File: src/rtl/round_sequencer.sv
// Round scheduler for the wall game: countdown, wall advance, inter-round gap and end states.
// Optional lives support is compiled in with `define ROUND_SEQUENCER_LIVES_EN.
module round_sequencer #(
    parameter int MAX_ROUNDS            = 5,
    parameter int NUM_WALLS             = 10,
    parameter int COUNTDOWN_FRAMES      = 90,
    parameter int GAP_FRAMES            = 60,
    parameter int START_FRAMES_PER_TICK = 11,
    parameter int MIN_FRAMES_PER_TICK   = 3,
    parameter int GOAL_DEPTH            = 60,
    parameter int GOAL_DEPTH_DELTA      = 10,
    parameter int MAX_WALL_DEPTH        = 75,
    parameter int COLLISION_THRESHOLD   = 65536
`ifdef ROUND_SEQUENCER_LIVES_EN
    , parameter int NUM_LIVES           = 3
`endif
) (
    input  logic        clk_in,
    input  logic        rst_in,
    input  logic        start_game_in,
    input  logic [1:0]  num_players_in,
    input  logic        new_frame_in,
    input  logic [20:0] frame_collisions_in,
    input  logic        frame_collisions_valid_in,
    output logic [3:0]  wall_idx_out,
    output logic [7:0]  wall_depth_out,
    output logic        wall_active_out,
    output logic [7:0]  round_out,
    output logic [7:0]  frames_per_tick_out,
    output logic [2:0]  game_state_out
`ifdef ROUND_SEQUENCER_LIVES_EN
    , output logic [1:0] lives_out
`endif
);

    typedef enum logic [2:0] {
        LOST      = 3'd0,
        IDLE      = 3'd1,
        WON       = 3'd2,
        COUNTDOWN = 3'd3,
        ADVANCE   = 3'd4,
        GAP       = 3'd5
    } state_t;

    state_t      state_q, state_d;
    logic [3:0]  idx_q, idx_d;
    logic [7:0]  depth_q, depth_d;
    logic [7:0]  round_q, round_d;
    logic [7:0]  fpt_q, fpt_d;
    logic [7:0]  cnt_q, cnt_d;
    logic        active_q, active_d;
    logic [3:0]  first_idx;
    logic        in_window;
    logic        fail;
    logic        finish;
    logic        lose;
`ifdef ROUND_SEQUENCER_LIVES_EN
    logic [1:0]  lives_q, lives_d;
    logic        hit_q, hit_d;
`endif

    always_comb begin
        case (num_players_in)
            2'd0:    first_idx = 4'(0 % NUM_WALLS);
            2'd1:    first_idx = 4'(3 % NUM_WALLS);
            2'd2:    first_idx = 4'(6 % NUM_WALLS);
            default: first_idx = 4'(7 % NUM_WALLS);
        endcase
    end

    assign in_window = (int'(depth_q) >= GOAL_DEPTH - GOAL_DEPTH_DELTA) &&
                       (int'(depth_q) <= GOAL_DEPTH + GOAL_DEPTH_DELTA);
    assign fail = frame_collisions_valid_in && in_window &&
                  (frame_collisions_in >= 21'(COLLISION_THRESHOLD));

    always_comb begin
        state_d = state_q;
        idx_d   = idx_q;
        depth_d = depth_q;
        round_d = round_q;
        fpt_d   = fpt_q;
        cnt_d   = cnt_q;
        finish  = 1'b0;
        lose    = 1'b0;
`ifdef ROUND_SEQUENCER_LIVES_EN
        lives_d = lives_q;
        hit_d   = hit_q;
`endif
        case (state_q)
            IDLE, WON, LOST: begin
                if (start_game_in) begin
                    state_d = COUNTDOWN;
                    idx_d   = first_idx;
                    depth_d = 8'd0;
                    round_d = 8'd0;
                    fpt_d   = 8'(START_FRAMES_PER_TICK);
                    cnt_d   = 8'd0;
`ifdef ROUND_SEQUENCER_LIVES_EN
                    lives_d = 2'(NUM_LIVES);
                    hit_d   = 1'b0;
`endif
                end
            end
            COUNTDOWN: begin
                if (new_frame_in) begin
                    if (cnt_q == 8'(COUNTDOWN_FRAMES - 1)) begin
                        state_d = ADVANCE;
                        cnt_d   = 8'd0;
                        depth_d = 8'd0;
`ifdef ROUND_SEQUENCER_LIVES_EN
                        hit_d   = 1'b0;
`endif
                    end else begin
                        cnt_d = cnt_q + 8'd1;
                    end
                end
            end
            ADVANCE: begin
                if (new_frame_in) begin
                    if (cnt_q == fpt_q - 8'd1) begin
                        cnt_d = 8'd0;
                        if (depth_q == 8'(MAX_WALL_DEPTH - 1)) finish = 1'b1;
                        else depth_d = depth_q + 8'd1;
                    end else begin
                        cnt_d = cnt_q + 8'd1;
                    end
                end
`ifdef ROUND_SEQUENCER_LIVES_EN
                if (fail && !hit_q) begin
                    hit_d   = 1'b1;
                    lives_d = lives_q - 2'd1;
                    lose    = (lives_q == 2'd1);
                end
`else
                lose = fail;
`endif
                // A losing judgement outranks a finishing tick in the same cycle.
                if (lose) begin
                    state_d = LOST;
                    depth_d = depth_q;
                    cnt_d   = cnt_q;
                end else if (finish) begin
                    round_d = round_q + 8'd1;
                    if (round_q + 8'd1 == 8'(MAX_ROUNDS)) begin
                        state_d = WON;
                    end else begin
                        state_d = GAP;
                        depth_d = 8'd0;
                        idx_d   = (idx_q == 4'(NUM_WALLS - 1)) ? 4'd0 : idx_q + 4'd1;
                        fpt_d   = (fpt_q > 8'(MIN_FRAMES_PER_TICK)) ? fpt_q - 8'd1
                                                                   : 8'(MIN_FRAMES_PER_TICK);
                    end
                end
            end
            GAP: begin
                depth_d = 8'd0;
                if (new_frame_in) begin
                    if (cnt_q == 8'(GAP_FRAMES - 1)) begin
                        state_d = COUNTDOWN;
                        cnt_d   = 8'd0;
                    end else begin
                        cnt_d = cnt_q + 8'd1;
                    end
                end
            end
            default: state_d = IDLE;
        endcase
        active_d = (state_d == ADVANCE);
    end

    always_ff @(posedge clk_in) begin
        if (rst_in) begin
            state_q  <= IDLE;
            idx_q    <= 4'd0;
            depth_q  <= 8'd0;
            round_q  <= 8'd0;
            fpt_q    <= 8'(START_FRAMES_PER_TICK);
            cnt_q    <= 8'd0;
            active_q <= 1'b0;
`ifdef ROUND_SEQUENCER_LIVES_EN
            lives_q  <= 2'(NUM_LIVES);
            hit_q    <= 1'b0;
`endif
        end else begin
            state_q  <= state_d;
            idx_q    <= idx_d;
            depth_q  <= depth_d;
            round_q  <= round_d;
            fpt_q    <= fpt_d;
            cnt_q    <= cnt_d;
            active_q <= active_d;
`ifdef ROUND_SEQUENCER_LIVES_EN
            lives_q  <= lives_d;
            hit_q    <= hit_d;
`endif
        end
    end

    assign game_state_out      = state_q;
    assign wall_idx_out        = idx_q;
    assign wall_depth_out      = depth_q;
    assign wall_active_out     = active_q;
    assign round_out           = round_q;
    assign frames_per_tick_out = fpt_q;
`ifdef ROUND_SEQUENCER_LIVES_EN
    assign lives_out           = lives_q;
`endif

endmodule

File: config.mk
export PLATFORM = sky130hd
export DESIGN_NAME = round_sequencer
export DESIGN_NICKNAME = d
export VERILOG_FILES = /design/src/rtl/round_sequencer.sv
export SDC_FILE = /design/constraint.sdc
export NUM_CORES = 1
export LEC_CHECK = 0
export BUFFER_PORTS_ARGS = -buffer_cell sky130_fd_sc_hd__buf_2
export CORE_ASPECT_RATIO = 1.1
export CORE_UTILIZATION = 30
export CTS_CLUSTER_DIAMETER = 80
export DETAILED_ROUTE_END_ITERATION = 10
export GPL_TIMING_DRIVEN = 0
export HOLD_SLACK_MARGIN = 0.03
export PLACE_DENSITY_LB_ADDON = 0.3
export SLEW_MARGIN = 25
export SYNTH_ARGS = -nofsm -noshare
export SYNTH_HDL_FRONTEND = slang
export SYNTH_SLANG_ARGS = --single-unit
File: constraint.sdc
create_clock -name clk_in -period 5.8 [get_ports clk_in]
set_input_delay 1.45 -clock clk_in [delete_from_list [all_inputs] [get_ports clk_in]]
set_output_delay 1.45 -clock clk_in [all_outputs]
set_load 0.005 [all_outputs]
* Word-level counts from Yosys, hierarchy flattened
Cells that the tools add are included.
Storage, ports and cells: register bits after elaboration 40, logic and storage cells 97, input port bits 28, output and inout bits 32
Operators by class: add/subtract/negate cells 5, $lt $le $gt $ge 4, eq/ne operators 22, reductions and logical operators 12, mux-type cells 47
Operators with widths (number):
- $mux 8 | 23
- $pmux 8 s4 | 2
- $pmux 8 s2 | 2
- $add 8x1->8 const B | 3
- $mux 3 | 8
- $ge 21x17->1 const B | 1
- $mux 4 | 5
- $eq 8x7->1 const B | 2
- $ne 2x2->1 const B | 8
- $pmux 3 s4 | 1
- $reduce_and 5->1 | 2
- $eq 3x3->1 const B | 3
- $pmux 3 s3 | 1
- $eq 8x3->1 const B | 1
- $eq 8x6->1 const B | 1
- $eq 8x8->1 | 1
- $ge 8x6->1 const B | 1
- $gt 8x2->1 const B | 1
- $le 8x7->1 const B | 1
- $pmux 4 s2 | 1
- $sub 8x1->8 const B | 1
- $eq 3x2->1 const B | 2
- $reduce_and 6->1 | 1
- $add 4x1->4 const B | 1
- other kinds (12) | 17

* Logic depth before layout (Yosys ltp)
Gate-level depths: netlist of run 1.
depth after elaboration 9, gate-level depth with buffers 12, mapped depth without buffers 9

* Least setup slack after synthesis of run 1
Ideal clock, no wire load.
kind input port to flip-flop, start in frame_collisions_in[16], end reg cnt_q[7], data required time 5682 ps, arrival time 3151 ps, stages 7, setup time 118 ps, path slack 2532 ps, buffers on the path 1, path through or4_1 -> o2111ai_1 -> a31oi_1 -> clkbuf_1 -> nor4b_1 -> xnor2_1 -> nor2_1
Between the ends: longest elaborated chain between the ends 4
RTL lines:
- start: declaration | RTL line 23 | input logic [20:0] frame_collisions_in,
- $ge 21x17->1 | RTL line 74 | (frame_collisions_in >= 21'(COLLISION_THRESHOLD));
- $logic_and 1x1->1 | RTL line 73 | assign fail = frame_collisions_valid_in && in_window &&
- $ne 2x2->1 (no line)
- $reduce_and 6->1 (no line)
- end signal: assignment | RTL line 190 | cnt_q <= cnt_d;
- end: declaration | RTL line 50 | logic [7:0] cnt_q, cnt_d;
No other way between the ends. A chain may end at the register's enable or synchronous reset.

* Worst setup path in the final report of run 1
Ends and elaborated chain as after synthesis.

==> results.md, run 1 <==
* Layout cells sized above 1 at 0.1626
* Tot GR Track Use at 0.1542
* Routability congestion estimate at 0.8394
* Most used standard cells in the synthesized netlist: 40 x sky130_fd_sc_hd__dfxtp_1, 29 x sky130_fd_sc_hd__nor2_1, 23 x sky130_fd_sc_hd__nand2_1
* Vias in the first global route at between 2000 and 2500
* Final routed wire length divided by cell count at 13.95 um
* Maximum root-to-sink buffer count at 2
* VDD IR-drop max at between 0.09 and 0.1 mV
* Cell Chain, Critical Path: buf_2 > or4_1 > o2111ai_1 > a31oi_1 > clkbuf_1 > nor4b_1 > xnor2_1 > nor2_1
* Clock tree from TritonCTS: done
* Num CTS Buffers at 5
* Clock latency reported for the late side of the worst-skew pair at 0.30 ns
* Run status: finished clean
* First drt pass iteration count at 4
* Inst Count DP at 469
* Leading register cell type out of synthesis: sky130_fd_sc_hd__dfxtp_1
* Ratio of final minimum period to clock period at 0.5709
* Cell with the most instances after synthesis: sky130_fd_sc_hd__dfxtp_1
* Slowest stage cell on the critical path: sky130_fd_sc_hd__or4_1
* Filler instances at 875
* Largest cells by area after synthesis: sky130_fd_sc_hd__dfxtp_1 31%, sky130_fd_sc_hd__xnor2_1 6.5%, sky130_fd_sc_hd__nor2_1 4.3%, sky130_fd_sc_hd__a21oi_1 3.5%, sky130_fd_sc_hd__ha_1 3.4%
* Die X-Extent at 90.10 um
* Post-Syn Nets at 354
* Timing-limited maximum frequency at approximately 300 MHz
* Initial detailed-routing violation count at 132
* Via count at 2493
* Internal Pwr Total at between 400 and 500 uW
* Number of distinct library cell variants in the gate-level netlist after synthesis at just under 60
* Final non-filler cell total at 477
* Fraction of the yosys area taken by sequential cells at 0.3127
* Slew of the pin with the lowest slew margin at slightly below 0.6 ns
* Number of placement rows at 34
* Required time worst endpoint at 5.99 ns
* Capturing element type of the critical path: register
* Max FO, Critical Path at 10
* Logic gate share of total power at 0.073
* Antenna cell count at 0
* Count of boundary I/O pins at 60
* Number of synthesis warnings at 0
* Post-synthesis register bit count at 40
* Worst Setup Start Kind: primary input
* Type of the tightest min-delay check: reg2reg
* Netlist area before placement at 2561 um^2
* RSZ-0062 raised after global routing: false
* Quantity of hold-fixing buffers added after cts at 0
* Final global-route overflow total at 0
* Shortest period the worst path allows at about 3.3 ns
* Number of enable flip-flop cells after synthesis at 0
* Portion of total power attributed to sequential cells at 0.492
* Cells after synthesis at 319
* Initial core utilization at 0.3169
* Async set-or-reset flop fraction in the synthesized netlist at 0
* Switching Fraction at 0.2384
* Wire length of the first global-routing pass at about 11000 um
* H-tree depth at 2
* Number of maximum-capacitance constraint violations at 0
* Slowest cell delay on critical path at between 0.5 and 0.6 ns
* Clock sink count at 40
* Average cell area after synthesis at 8.029 um^2
* Number of endpoints with negative hold slack in the final report at 0
* Area enclosed by the die boundary at ~8900 um^2
* Path type of the worst setup path: in2reg
* Post-synthesis to final-layout area growth at 18.22%
* Fraction of synthesized cell area taken by the top area cell type at 0.3127
* Share of the core filled with cells in the final layout at 0.3746
* Seq. cell area at roughly 800 um^2
* Nets at 403
* Cell accounting for the most synthesized area: sky130_fd_sc_hd__dfxtp_1
* DRC errors left at 0
* Post-DR vias/cell at 5.226
* Standard cell core area at 8083 um^2
* Total net switching power at 135.6 uW
* Static power due to leakage at approximately 1.2 nW
* Root Buffer: sky130_fd_sc_hd__clkbuf_8
* Count of buffering cells on the critical path with inverters included at 2
* Chip Height at 98.91 um
* Pins over their slew limit at 0
* Half-perimeter wire length after detailed placement at between 5000 and 6000 um
* Largest net degree at the start of global routing at 14
* Post-DRT Antenna Nets at 0
* Clk_skew at about 0.017 ns
* Arrival time of data at the critical path endpoint at 3.50 ns
* Post-CTS resize count at 0
* Clock Power Share at 0.434
* Buffers added on ports at 42
* Number of failing setup endpoints in the final timing report at 0
* Slew Limit Headroom at 0.6084
* Area used by multi-input combinational logic at roughly 1600 um^2
* Cell area power density at 187.9 nW/um^2
* Dominant delay contributor by cell family on the critical path: simple AND/OR/NAND/NOR gates
* Buffers inserted by post-CTS timing repair at 0
* Sum of negative setup slack at 0 ns
* Clock slew at the register clock pins of the worst setup and hold paths at 0.08 ns
* Final WL at 6656 um
* Initial antenna violation count at 0
## path summary, 6_finish.rpt
check                                                         start                                   to  slack [ns]  cells past startpoint
worst max register to register  frames_per_tick_out[0]$_SDFFE_PP1P_  frames_per_tick_out[4]$_SDFFE_PP0P_        2.62                      9
worst min register to register            round_out[7]$_SDFFE_PP0P_            round_out[7]$_SDFFE_PP0P_        0.51                      1
worst min-delay path                      round_out[7]$_SDFFE_PP0P_            round_out[7]$_SDFFE_PP0P_        0.51                      1
worst max-delay path                        frame_collisions_in[16]                cnt_q[7]$_SDFFE_PP0P_        2.49                      8
## power groups by stage
stage	clock, mW	combinational (mW)	sequential [mW]
floorplan	0	0.0267	0.286
global placement	0	0.0412	0.286
detailed placement	0	0.0417	0.286
CTS	0.255	0.0418	0.280
global route	0.264	0.0469	0.281
finish	0.247	0.0417	0.280
## metrics by stage
step                hold slack, ns  worst slack, ns  instance area (um^2)  power [mW]
global placement            0.5016            2.170                  2907      0.3275
global route                0.5418            2.264                  3028      0.5916
floorplan                   0.4897            2.532                  2561      0.3127
detailed placement          0.4974            2.176                  2907      0.3280
finish                      0.5104            2.489                  3028      0.5689
CTS                         0.5136            2.493                  3028      0.5763
## layout by cell type (no fill, tap or decap), types with 3 or more instances in the layout
cell type                   Yosys  layout
sky130_fd_sc_hd__or4_1          4       4
sky130_fd_sc_hd__a31oi_1        3       3
sky130_fd_sc_hd__clkbuf_8       0       6
sky130_fd_sc_hd__ha_1           7       7
sky130_fd_sc_hd__nand3_1       13      13
sky130_fd_sc_hd__o21ai_0       13      13
sky130_fd_sc_hd__and3_1         8       8
sky130_fd_sc_hd__nor2b_1        4       4
sky130_fd_sc_hd__a211o_1        3       3
sky130_fd_sc_hd__xor2_1         5       5
sky130_fd_sc_hd__nand2_1       23      23
sky130_fd_sc_hd__clkbuf_1      13      13
sky130_fd_sc_hd__nor3b_1        3       3
sky130_fd_sc_hd__nor2_1        29      29
sky130_fd_sc_hd__xnor2_1       19      19
sky130_fd_sc_hd__buf_2          1      43
sky130_fd_sc_hd__nor4b_1        6       6
sky130_fd_sc_hd__nor4_1         7       7
sky130_fd_sc_hd__a21o_1         7       7
sky130_fd_sc_hd__dfxtp_1       40      40
sky130_fd_sc_hd__a211oi_1       3       3
sky130_fd_sc_hd__inv_1         15      15
sky130_fd_sc_hd__mux2i_1        4       4
sky130_fd_sc_hd__nand2b_1       6       6
sky130_fd_sc_hd__a221oi_1       3       3
sky130_fd_sc_hd__nand4b_1       3       3
sky130_fd_sc_hd__o2111ai_1      3       3
sky130_fd_sc_hd__nor3_1        14      14
sky130_fd_sc_hd__o211ai_1       3       3
sky130_fd_sc_hd__a21oi_1       18      18
sky130_fd_sc_hd__or3_1          4       4
## layer usage
metal,track usage,vias up,share of wire
li1,-,1274,-
met1,0.2010,1160,0.48
met2,0.2631,54,0.46
met3,0.03009,5,0.046
met4,0.03474,0,0.0074
met5,0,-,0
## cells by family (layout without fill, tap and decap cells)
kind of cell	count (synthesis)	after routing	share of synthesized area
AOI/OAI and AO/OA	73	73	0.1988
xor gates and xnor gates	24	24	0.08207
adders and majority gates	7	7	0.03419
buffers and inverters	31	81	0.05032
DFF	40	40	0.3127
muxes	4	4	0.01563
and+or+nand+nor	140	140	0.3063
## registers in the layout, summed over array words and instances (netlist names)
name / count
round_out: 8
frames_per_tick_out: 8
wall_depth_out: 8
cnt_q: 8
wall_idx_out: 4
wall_active_out: 1
game_state_out: 3
## final cells by class
| type | instances | share of cell area |
|---|---|---|
| well taps | 108 | 0.04463 |
| multi-input cells | 248 | 0.5388 |
| repair buffers | 42 | 0.06942 |
| inverters | 15 | 0.01860 |
| clock inverters | 2 | 0.01281 |
| plain buffers | 16 | 0.02397 |
| flip-flops and latches | 40 | 0.2645 |
| clock buffers | 6 | 0.02727 |
Note: power is estimated with default switching activity, not from simulation.
==> inputs of run 2 (changes only) <==
clock period = 3.1 ns   (was 5.8 ns; I/O delays follow)
==> run 2 against run 1 <==
- global-route usage hardly changed
- setup slack got worse by 2.4 ns
- hold slack got worse by 0.0012 ns
- non-clock buffer count increased by 2
- sequential power rose by 87%
- flip-flop and latch count did not move
- combinational power grew 93%
==> results.md, run 2 (synthesis gave the netlist of run 1 again) <==
* Via count at 2513
* Antenna cell count at 0
* Die X-Extent at 90.10 um
* Static power due to leakage at 1.252 nW
* Nets at 405
* Final global-route overflow total at 0
* Wire length of the first global-routing pass at between 10000 and 15000 um
* PnR Total Power at between 1 and 1.5 mW
* Type of the tightest min-delay check: reg2reg
* Timing-limited maximum frequency at 330.9 MHz
* VDD IR-drop max at 0.1808 mV
* Final non-filler cell total at roughly 480
* Vias in the first global route at between 2000 and 2500
* Post-DR vias/cell at 5.246
* Filler instances at 873
* Met3 track demand over resource in global routing at 0.03009
* Run status: finished clean
* Clock slew at the register clock pins of the worst setup and hold paths at 0.09 ns
* Chip Height at 98.91 um
* Half-perimeter wire length after detailed placement at 5063 um
* Quantity of hold-fixing buffers added after cts at 0
* Clk_skew at 0.01409 ns
* Number of placement rows at 34
* Grt met2 use at 0.2672
* Finished Cell Area at 3119 um^2
* Clock sink count at 40
* Global-route track usage on met1 at 0.1992
* Routability congestion estimate at 0.8394
* Most common library cell in the layout ignoring fill and taps: sky130_fd_sc_hd__buf_2
* Final routed wire length divided by cell count at 13.93 um
* Maximum root-to-sink buffer count at 2
* Number of failing setup endpoints in the final timing report at 0
* Worst Setup Start Kind: register
* Top library cells by usage in the layout, fill and taps aside: 42 x sky130_fd_sc_hd__buf_2, 40 x sky130_fd_sc_hd__dfxtp_1, 29 x sky130_fd_sc_hd__nor2_1
* Max FO, Critical Path at 9
* Layout cells sized above 1 at 0.1941
* Count of boundary I/O pins at 60
* Buffers added on ports at 42
* RSZ-0062 raised after global routing: false
* Clock latency reported for the late side of the worst-skew pair at approximately 0.30 ns
* Initial detailed-routing violation count at 132
* Initial core utilization at 0.3169
* Standard cell area after detailed placement at 2907 um^2
* First drt pass iteration count at 4
* Slew Limit Headroom at 0.5986
* Path type of the worst setup path: reg2reg
* Required time worst endpoint at between 3 and 4 ns
* Clock tree from TritonCTS: done
* DRC errors left at 0
* Ratio of final minimum period to clock period at 0.9750
* Slew of the pin with the lowest slew margin at 0.6021 ns
* Most used routing layer in global routing: met2
* Inst Count DP at 469
* Area enclosed by the die boundary at around 8900 um^2
* Capturing element type of the critical path: register
* Number of maximum-capacitance constraint violations at 0
* H-tree depth at 2
* Cell area power density at 341.4 nW/um^2
* Pins over their slew limit at 0
* Root Buffer: sky130_fd_sc_hd__clkbuf_8
* Shortest period the worst path allows at about 3.0 ns
* Arrival time of data at the critical path endpoint at 3.25 ns
* Post-DRT Antenna Nets at 0
* Number of endpoints with negative hold slack in the final report at 0
* Initial antenna violation count at 0
* Num CTS Buffers at 5
* Tot GR Track Use at 0.1547
* Post-synthesis to final-layout area growth at 21.79%
* Largest net degree at the start of global routing at 14
* Standard cell core area at slightly above 8000 um^2
* Final WL at approximately 6700 um
-- run 2: metrics by stage --
| step | TNS (ns) | hold WS [ns] | setup WS (ns) | util |
|---|---|---|---|---|
| after CTS | -0.1139 | 0.5136 | -0.04046 | 0.3794 |
| after floorplan | 0 | 0.4897 | 0.1753 | - |
| after global routing | 0 | 0.5418 | 0.004091 | 0.3859 |
| after detailed placement | -0.5211 | 0.4974 | -0.08506 | 0.3596 |
| after global placement | -0.1996 | 0.5016 | -0.06899 | 0.3596 |
| final | 0 | 0.5092 | 0.07765 | 0.3859 |
-- run 2: final timing paths --
kind | slack (ns) | cells past startpoint | from | end
max | 0.08 | 9 | frames_per_tick_out[0]$_SDFFE_PP1P_ | frames_per_tick_out[4]$_SDFFE_PP0P_
min | 0.51 | 1 | round_out[7]$_SDFFE_PP0P_ | round_out[7]$_SDFFE_PP0P_
max reg2reg | 0.08 | 9 | frames_per_tick_out[0]$_SDFFE_PP1P_ | frames_per_tick_out[4]$_SDFFE_PP0P_
min reg2reg | 0.51 | 1 | round_out[7]$_SDFFE_PP0P_ | round_out[7]$_SDFFE_PP0P_
-- run 2: area by class of cell --
| type | count | area, um^2 | area share |
|---|---|---|---|
| inverter | 15 | 56.30 | 0.01805 |
| clock inverter | 2 | 38.79 | 0.01243 |
| sequential | 40 | 800.8 | 0.2567 |
| timing repair buffer | 46 | 240.2 | 0.07702 |
| clock buffer | 6 | 82.58 | 0.02647 |
| tap | 108 | 135.1 | 0.04332 |
| buffer | 14 | 71.32 | 0.02286 |
| multi-input combinational | 248 | 1694 | 0.5431 |
-- run 2: routing by layer --
metal  vias up  routed length (um)
met4         0                  49
li1       1277                   -
met5         -                   0
met2        53                3159
met1      1178                3220
met3         5                 245
-- run 2: critical path: stages (launching register included) --
cell	delay (ns)
sky130_fd_sc_hd__dfxtp_1	0.33
sky130_fd_sc_hd__buf_6	0.14
sky130_fd_sc_hd__or4_4	0.57
sky130_fd_sc_hd__or4_4	0.45
sky130_fd_sc_hd__xnor2_1	0.19
sky130_fd_sc_hd__nor4b_4	0.36
sky130_fd_sc_hd__buf_6	0.18
sky130_fd_sc_hd__a21boi_4	0.09
sky130_fd_sc_hd__or4b_4	0.52
sky130_fd_sc_hd__a21oi_2	0.13
-- run 2: what timing repair did --
action / 4_1_cts / 5_1_grt
setup endpoints to repair: 13 / 28
gates cloned: 0 / 0
pin swaps: 1 / 5
buffers inserted: 3 / 1
gates resized for setup: 4 / 12
hold endpoints to repair: 0 / 0
-- run 2: power by group --
| part | internal, mW | leakage, nW | switching (mW) |
|---|---|---|---|
| combinational | 0.0306 | 0.868 | 0.0497 |
| sequential | 0.518 | 0.323 | 0.00622 |
| clock | 0.264 | 0.0614 | 0.197 |
| total | 0.812 | 1.25 | 0.253 |
